[src/rtl/fifo_uart_tx.sv]
// Drains a synchronous byte FIFO and serialises each popped word as a UART frame:
// start bit, DATA_W data bits LSB-first, optional even parity, STOP_BITS stop bits.
module fifo_uart_tx #(
  parameter int DATA_W       = 8,
  parameter int CLKS_PER_BIT = 16,
  parameter int PARITY_EN    = 0,
  parameter int STOP_BITS    = 1
) (
  input  logic              clk,
  input  logic              rst,
  input  logic              tx_enable,
  input  logic              fifo_empty,
  input  logic              fifo_write_enable,
  input  logic [DATA_W-1:0] fifo_data,
  output logic              fifo_read_enable,
  output logic              tx,
  output logic              busy,
  output logic              tx_done,
  output logic [15:0]       frame_count
);

  // state  | meaning
  // IDLE   | line idle, waiting for tx_enable with data in the FIFO
  // REQ    | read strobe high; held while the FIFO is taking a write
  // WAIT   | FIFO read data valid, captured into the shift register
  // START  | start bit (line low)
  // DATA   | data bits, LSB first
  // PARITY | even parity of the captured word
  // STOP   | stop bit(s); last cycle ends the frame

  localparam int CW = $clog2(CLKS_PER_BIT);
  localparam int BW = (DATA_W > 2) ? $clog2(DATA_W) : 1;
  localparam logic [CW-1:0] BAUD_LAST = CW'(CLKS_PER_BIT - 1);
  localparam logic [BW-1:0] DATA_LAST = BW'(DATA_W - 1);
  localparam logic [BW-1:0] STOP_LAST = BW'(STOP_BITS - 1);

  typedef enum logic [2:0] {IDLE, REQ, WAIT, START, DATA, PARITY, STOP} state_t;

  state_t            state, state_nxt;
  logic [DATA_W-1:0] shift;
  logic              par;
  logic [CW-1:0]     baud;
  logic [BW-1:0]     bit_cnt;
  logic              tx_nxt;
  logic              baud_tc;
  logic              last_stop;
  logic              pop_ok;

  assign baud_tc          = (baud == '0);
  assign last_stop        = (state == STOP) && baud_tc && (bit_cnt == STOP_LAST);
  assign pop_ok           = tx_enable && !fifo_empty;
  assign fifo_read_enable = (state == REQ);
  assign busy             = (state != IDLE);

  always_comb begin
    state_nxt = state;
    tx_nxt    = 1'b1;
    case (state)
      IDLE:   if (pop_ok) state_nxt = REQ;
      REQ:    if (!fifo_write_enable) state_nxt = WAIT;
      WAIT:   state_nxt = START;
      START: begin
        tx_nxt = 1'b0;
        if (baud_tc) state_nxt = DATA;
      end
      DATA: begin
        tx_nxt = shift[0];
        if (baud_tc && (bit_cnt == DATA_LAST))
          state_nxt = (PARITY_EN != 0) ? PARITY : STOP;
      end
      PARITY: begin
        tx_nxt = par;
        if (baud_tc) state_nxt = STOP;
      end
      STOP:   if (last_stop) state_nxt = pop_ok ? REQ : IDLE;
      default: state_nxt = IDLE;
    endcase
  end

  // The line register lags the state by one cycle, so tx falls one edge after START is entered.
  always_ff @(posedge clk) begin
    if (!rst) begin
      state       <= IDLE;
      tx          <= 1'b1;
      tx_done     <= 1'b0;
      frame_count <= '0;
      shift       <= '0;
      par         <= 1'b0;
      baud        <= '0;
      bit_cnt     <= '0;
    end else begin
      state   <= state_nxt;
      tx      <= tx_nxt;
      tx_done <= last_stop;
      if (last_stop) frame_count <= frame_count + 16'd1;
      case (state)
        WAIT: begin
          shift   <= fifo_data;
          par     <= ^fifo_data;
          baud    <= BAUD_LAST;
          bit_cnt <= '0;
        end
        START, DATA, PARITY, STOP: begin
          if (baud_tc) begin
            baud <= BAUD_LAST;
            if (state == DATA) begin
              shift   <= shift >> 1;
              bit_cnt <= (bit_cnt == DATA_LAST) ? '0 : bit_cnt + BW'(1);
            end else if (state == STOP) begin
              bit_cnt <= bit_cnt + BW'(1);
            end else begin
              bit_cnt <= '0;
            end
          end else begin
            baud <= baud - CW'(1);
          end
        end
        default: ;
      endcase
    end
  end

endmodule

[config.mk]
export PLATFORM = sky130hd
export DESIGN_NAME = fifo_uart_tx
export DESIGN_NICKNAME = d
export VERILOG_FILES = /design/src/rtl/fifo_uart_tx.sv
export SDC_FILE = /design/constraint.sdc
export NUM_CORES = 1
export LEC_CHECK = 0
export BUFFER_PORTS_ARGS = -buffer_cell sky130_fd_sc_hd__buf_2
export CAP_MARGIN = 20
export CORE_AREA = 2 2 76 63
export DETAILED_ROUTE_END_ITERATION = 10
export DIE_AREA = 0 0 78 65
export MAX_ROUTING_LAYER = met4
export PLACE_DENSITY = 0.69
export SLEW_MARGIN = 20
export SYNTH_ARGS = -nofsm -noshare
export SYNTH_HDL_FRONTEND = slang
export SYNTH_SLANG_ARGS = --single-unit
export TNS_END_PERCENT = 1
[constraint.sdc]
create_clock -name clk -period 2.4 [get_ports clk]
set_input_delay 0.48 -clock clk [delete_from_list [all_inputs] [get_ports clk]]
set_output_delay 0.48 -clock clk [all_outputs]
set_load 0.01 [all_outputs]
==> key figures, run 1 <==
Status
  – Status: finished clean

STA
  – Tcrit/Tclk final: 81.6%
  – Setup ws final: 0.441 ns
  – RSZ-0062 raised after global routing: false
  – Final Hold Viols: 0
  – Least-Margin Pin Slew: 0.520 ns
  – F_max: 510 MHz
  – Smallest hold slack: 0.459 ns
  – Crit path time final: 1.96 ns
  – Post-route setup TNS: 0 ns
  – Clock Skew: 0.00542 ns
  – Slew HR: 65.3%
  – Final Setup Violations: 0
  – Slew Limit Fails: 0

Clock tree
  – Cts hold-fix bufs: 0
  – CTS sink cnt: 37
  – Later-pin clock latency in the skew report: 0.29 ns
  – H-tree levels: 2
  – Clock buffer count from CTS: 5
  – CTS tree: done
  – Clock Path Buffers: 2
  – Clock root cell: clkbuf_8
  – Cts repair resizes: 0
  – Post-CTS Setup Bufs: 0
  – CTS clk-pin slew, worst paths: 0.07 ns

Job
  – Max-cap violations: 0

Place
  – Dpl ws: 0.433 ns
  – DP Wirelength: 3070 um
  – RD Place Congestion: 0.780
  – Input/output buffers: 32

Yosys
  – Yosys cell types: 56
  – Mapped cell area: 2080 sq um
  – Ys async rst share: 0%
  – Synth Area in XOR/XNOR: 4.22%
  – Mean Syn Cell Area: 9.11 sq um
  – Adder-cell area share of the yosys netlist: 3.01%
  – EDFF count, synth: 0
  – Seq cells post-synth: 37
  – Ys flop type: dfxtp_1
  – Total of warnings raised by yosys: 0
  – Simple-gate portion of the synthesized area: 22.0%
  – Seq/Total Area, Yosys: 35.7%
  – Compound-cell area share of the yosys netlist: 22.3%
  – Largest family of logic cells by synthesized area: compound AO/OA/AOI/OAI gates
  – Multiplexer area fraction after synthesis: 6.99%
  – Syn_nets: 246
  – Post-synthesis instance total: 228

Finish
  – Antenna diodes: 0
  – Fin nets: 279
  – Final core occ: 53.9%
  – Share of cells above drive strength 1: 25.7%
  – Area delta synth->final: 14.4%
  – Register area: 741 sq um
  – Area of the multi-input gates: 1220 sq um
  – Fillers: 432

Floorplan
  – Core area: 4400 sq um
  – Die extent in y: 65 um
  – Starting Density: 47.2%
  – # rows: 22
  – Full die area: 5070 sq um
  – Die width: 78 um
  – Io pins: 33

Min path
  – Hold path depth: 3
  – Hold EP: shift[7]
  – Hold_sp: fifo_data[7]
  – Hold Crit Class: input port to register

Setup path
  – R2r startpoint: state[1]
  – Slowest CP cell: dfxtp_1
  – R2r endpoint: shift[0]
  – Worst Path Required: 2.58 ns
  – Top delay family on crit path: flip-flops
  – Crit path capture type: register
  – Largest stage delay, worst path: 0.50 ns
  – Crit path DAT: 2.14 ns
  – Crit start category: register
  – Cells along the critical path: a21bo_2, and2_1, mux2_2, o311a_1
  – Reg2Reg Setup Slack: 0.44 ns
  – R2R depth: 4
  – Setup Crit Path Kind: register to register
  – Worst Path Buf+Inv: 0
  – Critical path fanouts, max: 10

Pwr
  – Leakage: 0.000936 uW
  – Maximum VDD drop: 0.376 mV
  – PwrDens: 591 nW/um^2
  – Total power: 1410 uW

Global routing
  – Largest net degree at the start of global routing: 23
  – Vias in the first global route: 1590
  – Gr ovfl total: 0
  – Antenna violations before repair: 0
  – First-pass GRT wire length: 7350 um
  – Tot GR Track Use: 18.7%

Drt
  – Post-DR vias/cell: 5.53
  – WL per Instance: 13.3 um
  – First-pass iteration count of the detailed router: 4
  – Routed wire length: 4290 um
  – Residual DRC count: 0
  – Vias: 1776
  – Remaining antenna violation count: 0
  – Initial DRC Count: 70
-- cells in the final DEF (no fill, tap or decap), types with 3 or more instances in the layout --
master	instances
mux2_2	4
a21oi_1	17
nand2b_1	6
o21bai_1	7
o311a_2	4
o211ai_1	4
inv_1	9
xnor2_1	8
nand3_1	8
clkbuf_8	6
nand2_1	13
nor3_1	4
o311a_1	3
mux2_4	4
buf_2	32
nor2_1	11
or3_1	10
a311oi_1	3
dfxtp_1	37
buf_4	8
nand4_1	4
mux2i_1	4
o21ai_0	11
ha_1	5
-- where the power goes --
group	switching (uW)	internal [uW]
registers	24.0	641
logic	157	135
clock network	221	227
total	402	1000
-- routing by layer --
metal	part of all wire (%)	vias up	global-route usage (%)
met2	42	31	26.3
met3	4.7	5	6.27
met1	52	827	26.2
li1	-	913	-
met4	0.72	0	3.95
met5	0	-	-
-- state kept, by name, summed over array words and instances (netlist names) --
name and cells:
par 1, shift 8, state 3, tx_done 1
frame_count 16, baud 4, tx 1, bit_cnt 3
-- how the worst max path moves through the flow --
stage / startpoint / end / slack (ns) / cells after the start
floorplan: baud[0] / shift[5] / 0.58 / 7
global placement: state[1] / shift[6] / 0.47 / 4
detailed placement: state[1] / shift[0] / 0.43 / 4
CTS: state[1] / shift[0] / 0.43 / 4
global route: baud[0] / frame_count[10] / 0.26 / 6
finish: state[1] / shift[0] / 0.44 / 4
-- logic make-up after synthesis --
family,count (synthesis)
fa+ha+maj,5
compound gates,65
buf+inv,23
xor+xnor,10
mux,12
flops,37
simple gates,76
-- synth_stat cells, drive strengths merged (2+ instances only) --
cell type	instances	area share, %
nand4	6	2.8
inv	9	1.6
or3b	2	0.84
dfxtp	37	36
a21oi	17	4.1
nor4	2	0.60
o211ai	4	1.4
ha	5	3.0
a311oi	3	1.3
clkbuf	6	1.1
nand2b	6	1.8
o21bai	7	2.5
o21ai	11	2.7
buf	8	3.1
o311a	7	3.6
o31ai	2	0.72
nor2b	2	0.60
a211oi	2	0.72
nand2	13	2.3
nand3	8	1.9
or4	2	0.72
o21a	2	1.1
and2	2	0.60
mux2	8	5.1
or3	10	3.0
xor2	2	0.84
xnor2	8	3.4
nor3	4	0.96
mux2i	4	1.9
nor2	11	2.0
-- final cells by class --
type                       count  area share (%)
clock buffer                   6            3.48
clock inverter                 1           0.316
inverter                       9            1.42
multi-input combinational    168            51.2
sequential                    37            31.2
tap                           60            3.16
timing repair buffer          40            9.27
-- stage by stage --
step / area (sq um) / cells
after detailed placement: 2290 / 314
after global placement: 2290 / 314
after floorplan: 2080 / 228
after global routing: 2380 / 321
final: 2380 / 321
after CTS: 2380 / 321
-- worst register-to-register path, stage by stage (launching register included) --
cell and delay (ns):
dfxtp_1 0.50, a21bo_2 0.22, and2_1 0.46, mux2_2 0.40, o311a_1 0.28
Note: power is estimated with default switching activity, not from simulation.
==> run 2, diff against run 1 <==
clock period = 1.95 ns   (was 2.4 ns; I/O delays follow)
==> key figures, run 2 (synthesized netlist as in run 1, its figures left out) <==
Status
  – Status: finished clean

Clock tree
  – CTS clk-pin slew, worst paths: 0.07 ns
  – Clock root cell: clkbuf_8
  – H-tree levels: 2
  – CTS sink cnt: 37
  – Clock Path Buffers: 2
  – Later-pin clock latency in the skew report: 0.28 ns
  – CTS tree: done
  – Clock buffer count from CTS: 5

Setup path
  – Slowest CP cell: or4_1
  – Worst Path Required: 2.17 ns
  – Largest stage delay, worst path: 0.49 ns
  – Crit path capture type: register
  – Critical path depth in cells: 7
  – Worst Path Buf+Inv: 2
  – Crit start category: register
  – R2r startpoint: baud[0]
  – Top delay family on crit path: simple AND/OR/NAND/NOR gates
  – Reg2Reg Setup Slack: 0.04 ns
  – Setup Crit Path Kind: register to register
  – Critical path fanouts, max: 7
  – Crit path DAT: 2.13 ns
  – Cells along the critical path: inv_1, ha_2, nor3b_4, buf_6, nand4_4, or4_1, a21oi_1
  – Critical Path Sink: frame_count[12]
  – R2R depth: 7
  – Setup crit start: baud[0]
  – R2r endpoint: frame_count[12]

STA
  – Slew Limit Fails: 0
  – RSZ-0062 raised after global routing: true
  – Tcrit/Tclk final: 97.7%
  – Smallest hold slack: 0.367 ns
  – F_max: 525 MHz
  – Slew HR: 68.9%
  – Crit path time final: 1.91 ns
  – Final Hold Viols: 0
  – Final Setup Violations: 0
  – Least-Margin Pin Slew: 0.467 ns
  – Clock Skew: 0.00491 ns

Drt
  – First-pass iteration count of the detailed router: 4
  – Routed wire length: 4500 um
  – Vias: 1831
  – Post-DR vias/cell: 5.55
  – WL per Instance: 13.6 um
  – Residual DRC count: 0
  – Remaining antenna violation count: 0
  – Initial DRC Count: 90

Place
  – RD Place Congestion: 0.809
  – DP Wirelength: 3150 um
  – Placed cell count: 319
  – Input/output buffers: 32

Global routing
  – Largest net degree at the start of global routing: 19
  – First-pass GRT wire length: 7610 um
  – Vias in the first global route: 1599
  – Antenna violations before repair: 0
  – Tot GR Track Use: 19.1%
  – Gr ovfl total: 0

Finish
  – Top Registers: frame_count x16, shift x8, baud x4
  – Most common cell after layout, fill and taps aside: dfxtp_1
  – Reg with most FFs: frame_count
  – Share of cells above drive strength 1: 29.6%
  – Fillers: 425
  – Number of flip-flops under the largest register name: 16
  – Area of the multi-input gates: 1230 sq um
  – Antenna diodes: 0
  – Fin nets: 288
  – Non-filler cells, final: 330
  – Area delta synth->final: 18.4%
  – Most frequent cells in the layout: dfxtp_1 (36), buf_2 (32), a21oi_1 (17), buf_4 (16), nand2_1 (13)
  – Register area: 742 sq um

Floorplan
  – Die width: 78 um
  – Io pins: 33
  – Core area: 4400 sq um
  – Die extent in y: 65 um
  – # rows: 22
  – Starting Density: 47.2%
  – Full die area: 5070 sq um

Job
  – Max-cap violations: 0

Pwr
  – Leakage: 0.000979 uW
  – Maximum VDD drop: 0.395 mV
  – PwrDens: 720 nW/um^2
  – Total power: 1770 uW

Min path
  – Hold Crit Class: input port to register
==> run 2: worst reg2reg max path: cells and delay by family, from the launching register on <==
| kind | cells | cell delay [ns] |
|---|---|---|
| AO/OA/AOI/OAI | 1 | 0.14 |
| flip-flops | 1 | 0.34 |
| adder cells (fa/ha/maj) | 1 | 0.20 |
| AND/OR/NAND/NOR | 3 | 0.95 |
| buffers and inverters | 2 | 0.21 |
==> run 2: metrics by stage <==
stage / TNS [ns] / util (%) / cell area, sq um / setup WS, ns
2_1_floorplan: 0 / - / 2080 / 0.127
3_3_place_gp: 0 / 52.8 / 2320 / 0.101
3_5_place_dp: 0 / 52.8 / 2320 / 0.0481
4_1_cts: 0 / 54.8 / 2410 / 0.0120
5_1_grt: -0.158 / 55.8 / 2460 / -0.0483
6_report: 0 / 55.8 / 2460 / 0.0445
==> run 2: layer usage <==
metal  wire [um]  GRT usage (%)  vias to the layer above
met5           0              -                        -
met2        1950           26.8                       28
met4          36           5.26                        0
li1            -              -                      933
met1        2360           27.8                      865
met3         163           3.76                        5
==> run 2: power breakdown <==
group / switching [uW] / internal [uW]
Clock: 265 / 279
Combinational: 205 / 202
Sequential: 28.7 / 790
==> run 2: how the worst min path moves through the flow <==
stage / slack [ns] / end / cells past startpoint / start
CTS: 0.37 / shift[7] / 3 / fifo_data[7]
global route: 0.38 / shift[7] / 3 / fifo_data[7]
detailed placement: 0.46 / frame_count[15] / 2 / frame_count[15]
floorplan: 0.45 / shift[7] / 2 / shift[7]
global placement: 0.45 / frame_count[15] / 2 / frame_count[15]
finish: 0.37 / shift[7] / 3 / fifo_data[7]
==> run 2: repair_timing <==
item / 4_1_cts / 5_1_grt
setup endpoints to repair: 0 / 12
gates resized for setup: 0 / 5
setup buffers: 0 / 4
hold endpoints to repair: 0 / 0
hold buffers: 0 / 0
==> run 2: layout make-up <==
class                           count  area share, %
Sequential cell                    37           30.2
Clock inverter                      1          0.305
Tap cell                           60           3.05
Clock buffer                        6           3.36
Inverter                            9           1.37
Timing Repair Buffer               49           11.9
Multi-Input combinational cell    168           49.9
